--- src/rtl/vc_reset_seq.sv ---
// vc_reset_seq: reset / bring-up sequencer for the vc CPU top level.
//
// rst_n and ena are sampled through a SYNC_STAGES-deep pipeline. The pipe output
// forms the internal reset. When the internal reset releases, cpu_reset is held
// for STRETCH more cycles. A first bring-up (cause 0) then spends one cycle
// capturing the boot strap from ui_in before entering RUN. In RUN a soft-reset
// request (or, when enabled, a watchdog expiry) re-runs the stretch. This re-run
// skips the strap capture and keeps the strap captured earlier.
//
// Optional feature: define VC_RST_WATCHDOG_EN to build the RUN-state watchdog.
// When it is defined, wdt_kick restarts the watchdog. When it is not defined,
// there is no counter, wdt_kick is ignored and rst_cause never reads 3.
//
// Ports
//   clk          in   system clock
//   rst_n        in   synchronous active-low reset, sampled on posedge clk
//   ena          in   design enable; low is treated as reset
//   ui_in        in   [STRAP_W] strap source, sampled once in STRAP
//   soft_rst_req in   CPU soft-reset request (level), honoured in RUN only
//   wdt_kick     in   watchdog restart pulse (watchdog build only)
//   cpu_reset    out  active-high reset to the CPU core
//   io_safe      out  1 = top forces uio_oe to 8'h00
//   strap        out  [STRAP_W] latched boot-strap value
//   state        out  [2] 0 HOLD, 1 STRETCH, 2 STRAP, 3 RUN
//   rst_cause    out  [2] 0 external/ena, 2 soft, 3 watchdog
module vc_reset_seq #(
   parameter int unsigned SYNC_STAGES = 2,
   parameter int unsigned STRETCH     = 16,
   parameter int unsigned STRAP_W     = 4,
   parameter int unsigned WDT_W       = 16
) (
   input  logic               clk,
   input  logic               rst_n,
   input  logic               ena,
   input  logic [STRAP_W-1:0] ui_in,
   input  logic               soft_rst_req,
   input  logic               wdt_kick,
   output logic               cpu_reset,
   output logic               io_safe,
   output logic [STRAP_W-1:0] strap,
   output logic [1:0]         state,
   output logic [1:0]         rst_cause
);

   localparam int unsigned STRETCH_EFF = (STRETCH == 0) ? 1 : STRETCH;
   localparam int unsigned CNT_W       = $clog2(STRETCH_EFF) + 1;

   typedef enum logic [1:0] {
      ST_HOLD    = 2'd0,
      ST_STRETCH = 2'd1,
      ST_STRAP   = 2'd2,
      ST_RUN     = 2'd3
   } state_e;

   localparam logic [1:0] CAUSE_EXT  = 2'd0;
   localparam logic [1:0] CAUSE_SOFT = 2'd2;

   logic [SYNC_STAGES-1:0] rst_pipe_q;
   logic [SYNC_STAGES-1:0] ena_pipe_q;
   logic                   int_rst;

   state_e               state_q, state_d;
   logic [CNT_W-1:0]     cnt_q, cnt_d;
   logic [1:0]           cause_q, cause_d;
   logic [STRAP_W-1:0]   strap_q, strap_d;
   logic                 cpu_reset_q, cpu_reset_d;

   // Sample pipeline: a low rst_n shifts a 0 into both pipes, so a reset
   // reaches the sequencer after the same SYNC_STAGES delay as a release.
   always_ff @(posedge clk) begin
      rst_pipe_q[0] <= rst_n;
      ena_pipe_q[0] <= ena & rst_n;
      for (int i = 1; i < int'(SYNC_STAGES); i++) begin
         rst_pipe_q[i] <= rst_pipe_q[i-1];
         ena_pipe_q[i] <= ena_pipe_q[i-1];
      end
   end

   assign int_rst = ~rst_pipe_q[SYNC_STAGES-1] | ~ena_pipe_q[SYNC_STAGES-1];

`ifdef VC_RST_WATCHDOG_EN
   localparam logic [1:0] CAUSE_WDT = 2'd3;
   logic [WDT_W-1:0] wdt_q, wdt_d;
`else
   logic unused_wdt_kick;
   assign unused_wdt_kick = wdt_kick;
`endif

   // Next-state and registered-output logic
   always_comb begin
      state_d = state_q;
      cnt_d   = cnt_q;
      cause_d = cause_q;
      strap_d = strap_q;
`ifdef VC_RST_WATCHDOG_EN
      wdt_d   = '0;
`endif

      unique case (state_q)
         ST_HOLD: begin
            state_d = ST_STRETCH;
            cnt_d   = '0;
         end
         ST_STRETCH: begin
            cnt_d = cnt_q + CNT_W'(1);
            if (cnt_q == CNT_W'(STRETCH_EFF - 1)) begin
               // Re-resets skip strap capture and keep the earlier strap
               state_d = (cause_q == CAUSE_EXT) ? ST_STRAP : ST_RUN;
            end
         end
         ST_STRAP: begin
            strap_d = ui_in;
            state_d = ST_RUN;
         end
         ST_RUN: begin
`ifdef VC_RST_WATCHDOG_EN
            // Kick beats expiry; expiry beats soft request
            if (wdt_kick) begin
               wdt_d = '0;
            end else if (wdt_q == '1) begin
               wdt_d = '0;
            end else begin
               wdt_d = wdt_q + WDT_W'(1);
            end
            if (!wdt_kick && wdt_q == '1) begin
               state_d = ST_STRETCH;
               cnt_d   = '0;
               cause_d = CAUSE_WDT;
            end else if (soft_rst_req) begin
               state_d = ST_STRETCH;
               cnt_d   = '0;
               cause_d = CAUSE_SOFT;
               wdt_d   = '0;
            end
`else
            if (soft_rst_req) begin
               state_d = ST_STRETCH;
               cnt_d   = '0;
               cause_d = CAUSE_SOFT;
            end
`endif
         end
      endcase

      if (int_rst) begin
         state_d = ST_HOLD;
         cnt_d   = '0;
         cause_d = CAUSE_EXT;
         strap_d = '0;
`ifdef VC_RST_WATCHDOG_EN
         wdt_d   = '0;
`endif
      end

      cpu_reset_d = (state_d != ST_RUN);
   end

   // Sequencer registers
   always_ff @(posedge clk) begin
      state_q     <= state_d;
      cnt_q       <= cnt_d;
      cause_q     <= cause_d;
      strap_q     <= strap_d;
      cpu_reset_q <= cpu_reset_d;
`ifdef VC_RST_WATCHDOG_EN
      wdt_q       <= wdt_d;
`endif
   end

   assign cpu_reset = cpu_reset_q;
   assign io_safe   = cpu_reset_q;
   assign strap     = strap_q;
   assign state     = state_q;
   assign rst_cause = cause_q;

endmodule
--- config.mk ---
export PLATFORM = sky130hd
export DESIGN_NAME = vc_reset_seq
export DESIGN_NICKNAME = d
export VERILOG_FILES = /design/src/rtl/vc_reset_seq.sv
export SDC_FILE = /design/constraint.sdc
export NUM_CORES = 1
export LEC_CHECK = 0
export CORE_MARGIN = 5
export CORE_UTILIZATION = 44
export DETAILED_ROUTE_END_ITERATION = 8
export PLACE_DENSITY = 0.84
export SLEW_MARGIN = 10
export SYNTH_ARGS = -nofsm -noshare
export SYNTH_HDL_FRONTEND = slang
export SYNTH_SLANG_ARGS = --single-unit
--- constraint.sdc ---
create_clock -name clk -period 1.72 [get_ports clk]
set_input_delay 0.172 -clock clk [delete_from_list [all_inputs] [get_ports clk]]
set_output_delay 0.172 -clock clk [all_outputs]
set_load 0.005 [all_outputs]
; ---- Word-level counts from Yosys, hierarchy flattened
; Cells that the tools add are included.
[op_classes]
n_addsub = 1
multipliers = 0
div = 0
magnitude_cmp = 0
n_eq_ne = 6
shifts = 0
mux = 7
bitwise_logic = 4
reduce_logical = 5
[ops]
columns = operator, count
row1 = one-hot mux 5 bit (3 select lines), 1
row2 = one-hot mux 2 bit (4 select lines), 1
row3 = two-way mux 2 bit, 3
row4 = adder 5 x 1 -> 5 bit (second input constant), 1
row5 = == test 5 x 4 -> 1 bit (second input constant), 1
row6 = two-way mux 5 bit, 1
row7 = == test 2 bit (second input constant), 2
row8 = logical NOT 2 bit, 2
row9 = != test 2 bit (second input constant), 2
row10 = AND reduction 2 bit, 2
row11 = nonzero test 3 bit, 1
row12 = == test 2 x 1 -> 1 bit (second input constant), 1
row13 = inverter 1 bit, 2
row14 = AND 1 bit, 1
row15 = two-way mux 1 bit, 1
row16 = OR 1 bit, 1
[word_totals]
register_bits = 17
latchBits = 0
mem_bits_rw = 0
mem_bits_ro = 0
inputBits = 9
out_inout_bits = 10
word_cells = 30
mem_count = 0

; ---- Longest topological paths before layout
; Gate-level depths: netlist (run 1).
[depth]
word_depth = 6
mapped_depth = 6
depth_no_buf = 6

; ---- Least setup slack after synthesis (run 1)
; Ideal clock, no wire load.
[synth_timing]
path_kind = reg-to-reg
from = reg cnt_q[0]
to = reg cnt_q[4]
t_arrival_ps = 1175
path_slack_ps = 418
path_stages_with_launch = 7
path_buffers = 0
cell_sequence = dfxtp_1 ha_1 and3_1 ha_1 inv_1 a22oi_1 nor2_1
[synth_via]
elab_chain_len = 2
[synth_rtl]
columns = element, line_no
row1 = start: declaration, 63  ; logic [CNT_W-1:0] cnt_q, cnt_d;
row2 = start signal: assignment, 161  ; cnt_q <= cnt_d;
row3 = adder 5 x 1 -> 5 bit, 105  ; cnt_d = cnt_q + CNT_W'(1);
row4 = one-hot mux 5 bit (3 select lines), 99  ; unique case (state_q)
; Every way passes these cells.
; A chain may end at the register's enable or synchronous reset.

; ---- Worst setup path in the final report (run 1)
[layout_timing]
from = reg state_q[0] (netlist: state[0])
to = out state[0]
[layout_lines]
columns = element, line_no
row1 = start: declaration, 62  ; state_e state_q, state_d;
row2 = start signal: assignment, 160  ; state_q <= state_d;
row3 = end: declaration, 41  ; output logic [1:0] state,
; No word-level cell between the ends.

==> results.json, run 1 <==
{
  "switching_power_uw": 137,
  "io_pins": 19,
  "syn_to_final_growth_pct": 27.6,
  "worst_slack_ps": 337,
  "r2r-start": "cnt_q[0]$_SDFFE_PP0P_",
  "antenna_found_initial": 0,
  "dieHeight_um": 48.4,
  "crit_required_ps": 1550,
  "clk_latency_ps": 300,
  "core_area_mm2": 0.00135,
  "synth_area_um2": 648,
  "synth_edf_count": 0,
  "ys_warn_count": 0,
  "grt_start_max_net_pins": 12,
  "p_leak_nw": 0.348,
  "drt_pre_antenna_iters": 2,
  "outcome": "finished clean",
  "grt_pass1_wl_mm": 1.91,
  "place.gp.congestion": 0.678,
  "row_count": 13,
  "timing.final.crit_share": 0.804,
  "cp_max_fo": 5,
  "diodes": 0,
  "switching_share": 0.213,
  "numPortBuffers": 16,
  "vdd_drop_max_mv": 0.620,
  "synth_area_leaders": "dfxtp_1, mux2i_1, nor2_1",
  "synth_ff_type": "dfxtp_1",
  "arrival_ps": 1210,
  "drt_wl_total_mm": 1.11,
  "synth_seq_area_share": 0.525,
  "hold_viol_final": 0,
  "seq_power_share": 0.626,
  "tns_ps": 0,
  "cts_buffers": 3,
  "fill_cells": 112,
  "ctsHoldBuffers": 0,
  "cts_sinks": 17,
  "timing.rr.end": "cnt_q[4]$_SDFFE_PP0P_",
  "cts_tree": "done",
  "synth_top_area_frac": 0.525,
  "fp.dieW_um": 48.4,
  "initial_core_util": 0.480,
  "drc": 0,
  "grt_pass1_vias": 438,
  "startpoint_type": "flip-flop",
  "rsz0062_at_grt": "no",
  "worst-setup-path-type": "flip-flop to output port",
  "slowest_stage": "clkdlybuf4s50_1",
  "htreeDepth": 1,
  "worstRegToRegCells": 6,
  "setup_viol": 0,
  "nNetsFinal": 93,
  "syn_area_per_cell_um2": 9.97,
  "slowest_delay_ps": 520,
  "drive_gt1_frac": 0.0864,
  "internal_power_uw": 506,
  "grt_overflow": 0,
  "endpoint_kind": "output port",
  "postSynthCellCount": 65,
  "fmax_ghz": 0.723,
  "crit_chain": "clkdlybuf4s50_1",
  "drv_cap": 0,
  "power_density_mw_per_mm2": 777,
  "holdPathStages": 0,
  "hpwl_um": 879,
  "synth.ff_latch_count": 17,
  "clock_power_share": 0.327,
  "hold_end": "ena_pipe_q[1]$_DFF_P_",
  "hp-start": "ena_pipe_q[0]$_DFF_P_",
  "wl_per_cell_um": 11.6,
  "post_cts_buffers": 0,
  "yosys.area.top_type": "dfxtp_1",
  "cts-resized-gates": 0,
  "dieArea_mm2": 0.00234,
  "fin_crit_ps": 1380,
  "antenna_left": 0,
  "ff2ff_setup_slack_ps": 350,
  "dr_total_vias": 480,
  "dp_slack_ps": 356,
  "viasPerCell": 5.00,
  "cts-root-buf": "clkbuf_4",
  "yosysMostFrequentCell": "dfxtp_1",
  "slew_violations": 0,
  "synth_commonest_cells": "dfxtp_1, nor2_1, mux2i_1",
  "path_clk_slew_ps": 90,
  "cp_num_buf_inv": 1,
  "min_path_type": "flip-flop to flip-flop",
  "skew_ps": 1.70,
  "yosysUniqueCellTypes": 25,
  "grt_usage": 0.107,
  "power_frac_comb": 0.047,
  "crit_family": "buffers and inverters",
  "ys_async_sr_fraction": 0,
  "synth_fp_nets": 76,
  "cts_buffer_depth": 2,
  "drtIter0Drc": 5
}
[routing by layer]
metal  vias to the layer above  track usage  share of wire  wire length (um)
met1                       218        0.106           0.40               449
met4                         0       0.0968          0.039                43
met3                         4       0.0581          0.081                90
met5                         -            0              0                 0
met2                        12        0.159           0.48               529
li1                        246            -              -                 -
[area by class of cell]
| type | instances | area [um2] | share of cell area |
|---|---|---|---|
| clock buffer | 3 | 22.5 | 0.0272 |
| sequential | 17 | 340 | 0.411 |
| inverter | 3 | 11.3 | 0.0136 |
| clock inverter | 1 | 5.00 | 0.00605 |
| multi-input combinational | 40 | 262 | 0.316 |
| timing repair buffer | 17 | 168 | 0.203 |
| tap | 15 | 18.8 | 0.0227 |
[power groups by stage]
stage / registers, mW / logic [mW] / clock network [mW]
finish: 0.402 / 0.0299 / 0.210
global route: 0.403 / 0.0328 / 0.238
CTS: 0.402 / 0.0304 / 0.220
detailed placement: 0.411 / 0.0302 / 0
global placement: 0.411 / 0.0294 / 0
floorplan: 0.411 / 0.0124 / 0
[per-stage QoR]
step	util	area [um2]	hold slack [ps]	total power, mW	instances
after floorplan	-	648	200	0.423	65
after global placement	0.592	800	311	0.440	92
after detailed placement	0.592	800	315	0.442	92
after CTS	0.613	827	338	0.653	96
after global routing	0.613	827	335	0.674	96
final	0.613	827	334	0.642	96
[how the worst max path moves through the flow]
| stage | start | end | slack (ps) | cells after the start |
|---|---|---|---|---|
| after global routing | state[1]$_DFF_P_ | state[1] | 270 | 1 |
| after detailed placement | cnt_q[0]$_SDFFE_PP0P_ | cnt_q[4]$_SDFFE_PP0P_ | 360 | 6 |
| after global placement | cnt_q[0]$_SDFFE_PP0P_ | cnt_q[4]$_SDFFE_PP0P_ | 380 | 6 |
| after floorplan | cnt_q[0]$_SDFFE_PP0P_ | cnt_q[4]$_SDFFE_PP0P_ | 420 | 6 |
| final | state[0]$_DFF_P_ | state[0] | 340 | 1 |
| after CTS | state[0]$_DFF_P_ | state[0] | 320 | 1 |
[cells in the final DEF, fill, tap and decap left out, types with 2 or more instances in the layout]
cell type	synthesis	layout
dfxtp_1	17	17
clkdlybuf4s50_1	0	16
nor2_1	9	9
mux2i_1	5	5
inv_1	3	3
nand3_1	3	3
a22oi_1	3	3
clkbuf_4	0	3
and3_1	2	2
nand2_1	2	2
a21oi_1	2	2
and2_1	2	2
ha_1	2	2
[kinds of logic (layout without fill, tap and decap cells)]
group	Yosys count	count (layout)	synth area share
xor gates and xnor gates	1	1	0.0135
AOI/OAI and AO/OA	9	9	0.104
buffers and inverters	8	24	0.0714
DFF	17	17	0.525
muxes	5	5	0.0772
and+or+nand+nor	22	22	0.164
adders and majority gates	2	2	0.0386
other	1	1	0.00579
[state kept, by name, indices dropped and copies added, names as in the netlist]
register,flops
rst_pipe_q,2
strap,4
state,2
rst_cause,1
ena_pipe_q,2
cpu_reset,1
cnt_q,5
(Power assumes the default switching activity.)
==> run 2: changes to the inputs <==
==> constraint.sdc (replaced) <==
create_clock -name clk -period 1.35 [get_ports clk]
set_input_delay 0.135 -clock clk [delete_from_list [all_inputs] [get_ports clk]]
set_output_delay 0.135 -clock clk [all_outputs]
set_load 0.005 [all_outputs]
==> results.json, run 2 (synthesized netlist as in run 1, its figures left out) <==
{
  "dp_slack_ps": -13.0,
  "power_uw": 806,
  "crit_chain": "ha_4, and3_1, ha_1, inv_1, a22oi_1, nor2_1",
  "antenna_left": 0,
  "worst_slack_ps": 20.9,
  "crit_required_ps": 1500,
  "setup_viol": 0,
  "core_area_mm2": 0.00135,
  "crit_end": "cnt_q[4]$_SDFFE_PP0P_",
  "seq_power_share": 0.636,
  "fin_area_um2": 851,
  "final_common_cell": "clkdlybuf4s50_1",
  "viasPerCell": 5.05,
  "timing.final.crit_share": 0.985,
  "hpwl_um": 973,
  "setup.worst_path.start": "cnt_q[1]$_SDFFE_PP0P_",
  "outcome": "finished clean",
  "slew_violations": 0,
  "post_cts_buffers": 0,
  "rsz0062_at_grt": "yes",
  "numPortBuffers": 16,
  "clock_power_share": 0.316,
  "fp.dieW_um": 48.4,
  "drtIter0Drc": 11,
  "fin_crit_ps": 1330,
  "ff2ff_setup_slack_ps": 20,
  "worst-setup-path-type": "flip-flop to flip-flop",
  "drc": 0,
  "p_leak_nw": 0.350,
  "clk_latency_ps": 280,
  "placed_cell_area_um2": 807,
  "fin_cells": 97,
  "fill_cells": 109,
  "tns_ps": 0,
  "arrival_ps": 1480,
  "path_clk_slew_ps": 80,
  "drv_cap": 0,
  "grt_start_max_net_pins": 12,
  "power_density_mw_per_mm2": 947,
  "cts_buffers": 3,
  "dr_total_vias": 490,
  "grt_overflow": 0,
  "regMostFlops": "cnt_q",
  "cts_tree": "done",
  "diodes": 0,
  "fmax_ghz": 0.752,
  "seqCellArea_um2": 345,
  "cts-root-buf": "clkbuf_4",
  "cts_sinks": 17,
  "row_count": 13,
  "endpoint_kind": "flip-flop",
  "skew_ps": 11.6,
  "grt_pass1_vias": 470,
  "drt_wl_total_mm": 1.21,
  "nNetsFinal": 94,
  "slowest_stage": "dfxtp_2",
  "place.gp.congestion": 0.666,
  "dp_cells": 93,
  "multi_input_area_um2": 274,
  "grt_usage": 0.107,
  "min_path_type": "primary input to flip-flop",
  "antenna_found_initial": 0,
  "worstRegToRegCells": 6,
  "timing.rr.end": "cnt_q[4]$_SDFFE_PP0P_",
  "hold_viol_final": 0,
  "wl_per_cell_um": 12.5,
  "switching_power_uw": 157,
  "cts_buffer_depth": 2,
  "htreeDepth": 1,
  "cp_max_fo": 3,
  "dieHeight_um": 48.4,
  "drive_gt1_frac": 0.146,
  "startpoint_type": "flip-flop",
  "final_cell_mix": "clkdlybuf4s50_1, dfxtp_1, nor2_1, mux2i_1, dfxtp_2",
  "vdd_drop_max_mv": 0.853,
  "syn_to_final_growth_pct": 31.3,
  "internal_power_uw": 649,
  "grt_pass1_wl_mm": 2.06,
  "power_frac_comb": 0.048,
  "switching_share": 0.195,
  "drt_pre_antenna_iters": 3,
  "io_pins": 19,
  "dieArea_mm2": 0.00234,
  "largest_register_ff_count": 5,
  "r2r-start": "cnt_q[1]$_SDFFE_PP0P_",
  "slowest_delay_ps": 350,
  "initial_core_util": 0.480
}
## run 2: what timing repair did
item / CTS / global route
hold buffers: 0 / 0
pin swaps: 1 / 3
gates cloned: 0 / 0
setup endpoints to repair: 2 / 2
resized for setup: 4 / 2
## run 2: worst max-delay path: cells and delay by family, from the launching register on
kind            cells  cell delay [ps]
buf+inv             1               40
compound gates      1              170
flops               1              350
simple gates        2              240
fa+ha+maj           2              430
## run 2: layout make-up
cell class	count	share of cell area
clock buffer	4	0.0309
inverter	3	0.0132
tap	15	0.0221
timing repair buffer	18	0.206
multi-input combinational	40	0.322
sequential	17	0.406
## run 2: worst min path at each step
stage | from | cells past startpoint | endpoint | slack [ps]
after floorplan | rst_n | 0 | rst_pipe_q[0]$_DFF_P_ | 160
after global placement | ena_pipe_q[0]$_DFF_P_ | 0 | ena_pipe_q[1]$_DFF_P_ | 310
after detailed placement | rst_pipe_q[0]$_DFF_P_ | 0 | rst_pipe_q[1]$_DFF_P_ | 310
after CTS | rst_n | 1 | rst_pipe_q[0]$_DFF_P_ | 320
after global routing | rst_n | 1 | rst_pipe_q[0]$_DFF_P_ | 330
final | rst_n | 1 | rst_pipe_q[0]$_DFF_P_ | 330
## run 2: per-layer routing
metal	vias to the layer above	track usage	wire length, um
met1	227	0.126	508
met4	0	0.0138	0
met5	-	0	0
met2	14	0.178	618
li1	249	-	-
met3	0	0.0520	82
## run 2: power by group through the flow
stage                     Combinational (mW)  Clock, mW  Sequential (mW)
after detailed placement              0.0386          0            0.524
after global placement                0.0384          0            0.524
after floorplan                       0.0159          0            0.524
after CTS                             0.0388      0.266            0.513
after global routing                  0.0426      0.285            0.514
final                                 0.0391      0.254            0.513
## run 2: per-stage QoR
step                       util  hold WS, ps
final                     0.630          331
after global routing      0.630          334
after CTS                 0.622          324
after detailed placement  0.598          315
after global placement    0.598          310
after floorplan               -          163
==> run 3: changes to the inputs <==
--- a/config.mk
+++ b/config.mk
@@ -7,6 +7,7 @@
 export LEC_CHECK = 0
 export CORE_MARGIN = 5
 export CORE_UTILIZATION = 44
+export CTS_CLUSTER_SIZE = 12
 export DETAILED_ROUTE_END_ITERATION = 8
 export PLACE_DENSITY = 0.84
 export SLEW_MARGIN = 10
==> results of run 3 <==
Final layout, timing and power as in run 2 (identical DEF).
